$ cat src/rtl/gerenciador_de_pc_pkg.sv
// Shared encodings for the PC manager: next-PC source select, run/halt state,
// and default reset/exception vectors.
package gerenciador_de_pc_pkg;

  localparam int unsigned ADDR_W_DEF = 26;

  localparam logic [1:0] SEL_SEQ    = 2'd0;
  localparam logic [1:0] SEL_BRANCH = 2'd1;
  localparam logic [1:0] SEL_JUMP   = 2'd2;
  localparam logic [1:0] SEL_RETURN = 2'd3;

  localparam logic ST_RUN  = 1'b0;
  localparam logic ST_HALT = 1'b1;

  localparam logic [25:0] RESET_VEC_DEF = 26'h0000000;
  localparam logic [25:0] EXC_VEC_DEF   = 26'h0000020;

endpackage

$ cat src/rtl/gerenciador_de_pc_pilha_de_retorno.sv
// Return-address stack as a circular buffer; a push when full overwrites the oldest
// entry. Pointer/count update on the clock edge, top entry is read combinationally.
module pilha_de_retorno #(
  parameter int unsigned ADDR_W    = 26,
  parameter int unsigned RAS_DEPTH = 8
) (
  input  logic              clock_i,
  input  logic              rst_n_i,
  input  logic              push_i,
  input  logic              pop_i,
  input  logic [ADDR_W-1:0] dat_i,
  output logic [ADDR_W-1:0] top_o,
  output logic              empty_o,
  output logic              full_o
);

  localparam int unsigned PTR_W = $clog2(RAS_DEPTH);
  localparam int unsigned CNT_W = PTR_W + 1;
  localparam logic [CNT_W-1:0] CNT_MAX = CNT_W'(RAS_DEPTH);

  logic [ADDR_W-1:0] mem [RAS_DEPTH];
  logic [PTR_W-1:0]  wp_q, wp_d, top_idx;
  logic [CNT_W-1:0]  cnt_q, cnt_d;

  assign empty_o = (cnt_q == '0);
  assign full_o  = (cnt_q == CNT_MAX);
  assign top_idx = wp_q - PTR_W'(1);
  assign top_o   = mem[top_idx];

  // When full, wp_q already points at the oldest entry, so a push overwrites it.
  always_comb begin
    wp_d  = wp_q;
    cnt_d = cnt_q;
    if (push_i) begin
      wp_d = wp_q + PTR_W'(1);
      if (!full_o) cnt_d = cnt_q + CNT_W'(1);
    end else if (pop_i && !empty_o) begin
      wp_d  = top_idx;
      cnt_d = cnt_q - CNT_W'(1);
    end
  end

  always_ff @(posedge clock_i or negedge rst_n_i) begin
    if (!rst_n_i) begin
      wp_q  <= '0;
      cnt_q <= '0;
    end else begin
      wp_q  <= wp_d;
      cnt_q <= cnt_d;
    end
  end

  always_ff @(posedge clock_i) begin
    if (push_i) mem[wp_q] <= dat_i;
  end

endmodule

$ cat src/rtl/gerenciador_de_pc.sv
// Program-counter manager: sequential/branch/jump/return next-PC, exceptions with EPC,
// halt state and a return-address stack. All outputs update one cycle after sampling.
module gerenciador_de_pc
  import gerenciador_de_pc_pkg::*;
#(
  parameter int unsigned       ADDR_W    = ADDR_W_DEF,
  parameter int unsigned       RAS_DEPTH = 8,
  parameter logic [ADDR_W-1:0] RESET_VEC = ADDR_W'(RESET_VEC_DEF),
  parameter logic [ADDR_W-1:0] EXC_VEC   = ADDR_W'(EXC_VEC_DEF)
) (
  input  logic              clock,
  input  logic              pc_reset,
  input  logic              enable,
  input  logic [1:0]        sel,
  input  logic [ADDR_W-1:0] branch_target,
  input  logic [ADDR_W-1:0] jump_target,
  input  logic              call,
  input  logic              exception,
  input  logic              eret,
  input  logic              halt,
  input  logic              resume,
  output logic [ADDR_W-1:0] pcAtual,
  output logic [ADDR_W-1:0] epc,
  output logic              halted,
  output logic              ras_empty,
  output logic              ras_full,
  output logic              ras_overflow,
  output logic              ras_underflow
);

  logic [ADDR_W-1:0] pc_q, pc_d, epc_q, epc_d, pc_inc, ras_top;
  logic              state_q, state_d;
  logic              ovf_q, ovf_d, unf_q, unf_d;
  logic              ras_push, ras_pop;

  assign pc_inc = pc_q + ADDR_W'(1);

  pilha_de_retorno #(
    .ADDR_W   (ADDR_W),
    .RAS_DEPTH(RAS_DEPTH)
  ) u_ras (
    .clock_i(clock),
    .rst_n_i(pc_reset),
    .push_i (ras_push),
    .pop_i  (ras_pop),
    .dat_i  (pc_inc),
    .top_o  (ras_top),
    .empty_o(ras_empty),
    .full_o (ras_full)
  );

  // Priority: exception, then halt hold, then stall, then eret, halt request, sel.
  always_comb begin
    pc_d     = pc_q;
    epc_d    = epc_q;
    state_d  = state_q;
    ovf_d    = ovf_q;
    unf_d    = unf_q;
    ras_push = 1'b0;
    ras_pop  = 1'b0;
    if (exception) begin
      pc_d    = EXC_VEC;
      epc_d   = pc_q;
      state_d = ST_RUN;
    end else if (state_q == ST_HALT) begin
      if (resume) state_d = ST_RUN;
    end else if (enable) begin
      if (eret) begin
        pc_d = epc_q;
      end else if (halt) begin
        state_d = ST_HALT;
      end else begin
        case (sel)
          SEL_BRANCH: pc_d = branch_target;
          SEL_JUMP: begin
            pc_d = jump_target;
            if (call) begin
              ras_push = 1'b1;
              if (ras_full) ovf_d = 1'b1;
            end
          end
          SEL_RETURN: begin
            if (!ras_empty) begin
              pc_d    = ras_top;
              ras_pop = 1'b1;
            end else begin
              pc_d  = pc_inc;
              unf_d = 1'b1;
            end
          end
          default: pc_d = pc_inc;
        endcase
      end
    end
  end

  always_ff @(posedge clock or negedge pc_reset) begin
    if (!pc_reset) begin
      pc_q    <= RESET_VEC;
      epc_q   <= '0;
      state_q <= ST_RUN;
      ovf_q   <= 1'b0;
      unf_q   <= 1'b0;
    end else begin
      pc_q    <= pc_d;
      epc_q   <= epc_d;
      state_q <= state_d;
      ovf_q   <= ovf_d;
      unf_q   <= unf_d;
    end
  end

  assign pcAtual       = pc_q;
  assign epc           = epc_q;
  assign halted        = (state_q == ST_HALT);
  assign ras_overflow  = ovf_q;
  assign ras_underflow = unf_q;

endmodule

$ cat config.mk
export PLATFORM = sky130hd
export DESIGN_NAME = gerenciador_de_pc
export DESIGN_NICKNAME = d
export VERILOG_FILES = /design/src/rtl/gerenciador_de_pc_pkg.sv /design/src/rtl/gerenciador_de_pc_pilha_de_retorno.sv /design/src/rtl/gerenciador_de_pc.sv
export SDC_FILE = /design/constraint.sdc
export NUM_CORES = 1
export LEC_CHECK = 0
export ABC_CLOCK_PERIOD_IN_PS = 7500
export CORE_MARGIN = 10
export CORE_UTILIZATION = 35
export CTS_CLUSTER_DIAMETER = 200
export DETAILED_ROUTE_END_ITERATION = 7
export DONT_BUFFER_PORTS = 1
export PLACE_DENSITY_LB_ADDON = 0.3
export SLEW_MARGIN = 30
export SYNTH_ARGS = -nofsm -noshare
export SYNTH_HDL_FRONTEND = slang
export SYNTH_SLANG_ARGS = --single-unit
$ cat constraint.sdc
create_clock -name clock -period 7.5 [get_ports clock]
set_clock_uncertainty 0.15 [all_clocks]
set_input_delay 0.75 -clock clock [delete_from_list [all_inputs] [get_ports clock]]
set_output_delay 0.75 -clock clock [all_outputs]
set_load 0.01 [all_outputs]
==> results.json <==
{
  "status": "completed",
  "synthArstFlopShare_pct": 23.0,
  "crit_chain": "inv_1 -> ha_4 -> xor2_4 -> buf_4 -> mux4_2 -> nand2_1 -> nand2_1 -> o311ai_1 -> a2bb2oi_1",
  "max_freq_mhz": 281,
  "path_max_fanout": 21,
  "dieArea_um2": 41800,
  "synth_cell_types": 64,
  "antenna_found_initial": 0,
  "max-cap-violations": 0,
  "wl_met2_um": 15900,
  "highest_layer": "met4",
  "worst_slack_ps": 3940,
  "diodes": 0,
  "multi_input_area_um2": 3900,
  "start_util_pct": 35.5,
  "syn_inst": 782,
  "fin_tns_setup_ps": 0,
  "leakagePower_nw": 4.65,
  "htree_levels": 1,
  "fillers": 3163,
  "cts_sinks": 270,
  "ant_nets": 0,
  "power_density_nw_per_um2": 322,
  "rsz0062_at_grt": "no",
  "ios": 119,
  "dp.cells": 1199,
  "rows": 67,
  "crit_slowest_cell": "dfrtp_4",
  "critPathMaxStageDelay_ps": 630,
  "coreArea_um2": 33500,
  "cts_made_buffers": 27,
  "fin_crit_sh_pct": 47.4,
  "wl_per_cell_um": 26.4,
  "synth-seq-cells": 270,
  "grt_max_degree": 63,
  "grt_use_total_pct": 15.5,
  "yosysWarnings": 0,
  "vias_per_cell": 5.70,
  "root_buffer": "clkbuf_16",
  "fin_cells": 1250,
  "crit_type": "flop to flop",
  "yosysSeqAreaShare_pct": 65.6,
  "initialDrtViolationCount": 559,
  "hold_viol_final": 0,
  "die_height_um": 204,
  "dp_hpwl_um": 20500,
  "slew_viol_final": 0,
  "min_path_type": "input pin to flop",
  "relSlewSlack_pct": 39.3,
  "cts_tree": "yes",
  "crit_top_cell": "nand2_1",
  "hold_ws_ps": 118,
  "synthFlopType": "edfxtp_1",
  "die_x_um": 204,
  "setup_viol": 0,
  "crit_arrival_ps": 3830,
  "cts_buffer_depth": 3,
  "grt_pass1_vias": 7261,
  "period_minus_slack_ps": 3560,
  "finalWirelength_um": 33000,
  "grt_overflow": 0,
  "post_cts_buffers": 0,
  "via_count": 7119,
  "pre_cts_ws_ps": 3670,
  "syn_area_per_cell_um2": 15.2,
  "clk_latency_ps": 550,
  "end_kind": "flop",
  "place.gp.congestion": 0.800,
  "wl_met1_um": 13300,
  "start_kind": "flop",
  "required_ps": 7770,
  "portBuffers": 0,
  "syn_nets": 850,
  "drive_gt1_share_pct": 20.1,
  "grt_first_pass_wirelength_um": 48300,
  "wl_met3_um": 2720,
  "regArea_um2": 7800,
  "irDropWorstVdd_v": 0.000214,
  "path_clk_slew_ps": 60,
  "synth_edf_count": 208,
  "area_delta_synth_final_pct": 12.1,
  "synthesis.area_um2": 11900,
  "cts_resized": 0,
  "finalNetCount": 850,
  "drtPass1Iterations": 5,
  "tightest_slew_ps": 910,
  "drc": 0
}
[cell usage in the layout (no fill, tap or decap), types with 6 or more instances in the layout]
cell type,Yosys,layout
nand2_1,68,68
nor4_2,6,8
a221o_1,6,6
mux2i_1,16,16
nor2_1,25,24
clkbuf_1,19,7
nand2b_1,7,7
inv_1,12,12
nand3_1,10,10
buf_4,8,13
dfrtp_1,62,61
clkbuf_16,0,27
mux2_2,27,27
o21ai_0,53,53
xor2_1,15,15
mux4_2,49,49
a21oi_1,30,29
o21ai_1,7,7
nor3_1,17,14
edfxtp_1,208,208
xnor2_1,13,12
a221oi_1,14,14
[power by group]
group	leakage (nW)	switching (W)	internal, W
Sequential	2.74	0.000107	0.00166
Combinational	1.48	0.000637	0.000534
Clock	0.427	0.000568	0.000787
[logic make-up after synthesis]
logic type	after synthesis	synth area share, %
mux	92	13.2
flops	270	65.6
xor+xnor	31	2.47
simple gates	174	7.67
fa+ha+maj	6	0.694
compound gates	150	8.07
buf+inv	59	2.36
[worst max-delay path: cells and delay by family (launching register included)]
family	cells	cell delay, ps
AOI/OAI and AO/OA	2	350
DFF	1	630
adders and majority gates	1	250
and+or+nand+nor	2	190
muxes	1	550
buffers and inverters	2	730
xor gates and xnor gates	1	580
[synthesized netlist by cell type, types with 15 or more instances]
cell / count / area [um^2]
a21oi_1: 30 / 150
buf_2: 15 / 75.1
clkbuf_1: 19 / 71.3
dfrtp_1: 62 / 1550
edfxtp_1: 208 / 6250
mux2_2: 27 / 304
mux2i_1: 16 / 160
mux4_2: 49 / 1100
nand2_1: 68 / 255
nor2_1: 25 / 93.8
nor3_1: 17 / 85.1
o21ai_0: 53 / 265
xor2_1: 15 / 131
[layer usage]
layer  GRT usage, %  vias up
met5              0        -
met4           5.79        0
met3           4.30       64
met2           25.3      263
met1           19.3     3722
li1               -     3070
[final timing paths]
path	from	slack, ps	depth (start not counted)	endpoint
worst min-delay path	exception	120	1	halted
max in group asynchronous	pc_reset	6220	2	u_ras.wp_q[0]
worst min register to register	u_ras.cnt_q[3]	390	1	u_ras.cnt_q[3]
worst max-delay path	u_ras.wp_q[0]	3940	9	pcAtual[17]
worst max register to register	u_ras.wp_q[0]	3940	9	pcAtual[17]
min in group asynchronous	pc_reset	690	2	pcAtual[11]
[state kept, by name (all words and copies together) (netlist names)]
name	count
halted	1
u_ras.wp_q	3
epc	26
ras_underflow	1
u_ras.cnt_q	4
u_ras.mem	208
ras_overflow	1
pcAtual	26
[per-stage QoR]
| step | util (%) | power, W | cell area, um^2 |
|---|---|---|---|
| global placement | 37.0 | 0.00296 | 12400 |
| CTS | 39.8 | 0.00433 | 13300 |
| detailed placement | 37.0 | 0.00297 | 12400 |
| global route | 39.8 | 0.00448 | 13300 |
| floorplan | - | 0.00266 | 11900 |
| finish | 39.8 | 0.00430 | 13300 |
[cell type report]
cell class | instances | share of cell area (%)
multi-input cells | 453 | 29.2
repair buffers | 15 | 1.01
clock buffers | 36 | 5.47
clock inverters | 13 | 1.14
flip-flops and latches | 270 | 58.5
inverters | 15 | 0.441
well taps | 448 | 4.20
[timing repair]
action,4_1_cts,5_1_grt
setup endpoints to repair,0,0
hold buffers,2,0
endpoints found under the hold margin,62,0
(Power assumes the default switching activity.)
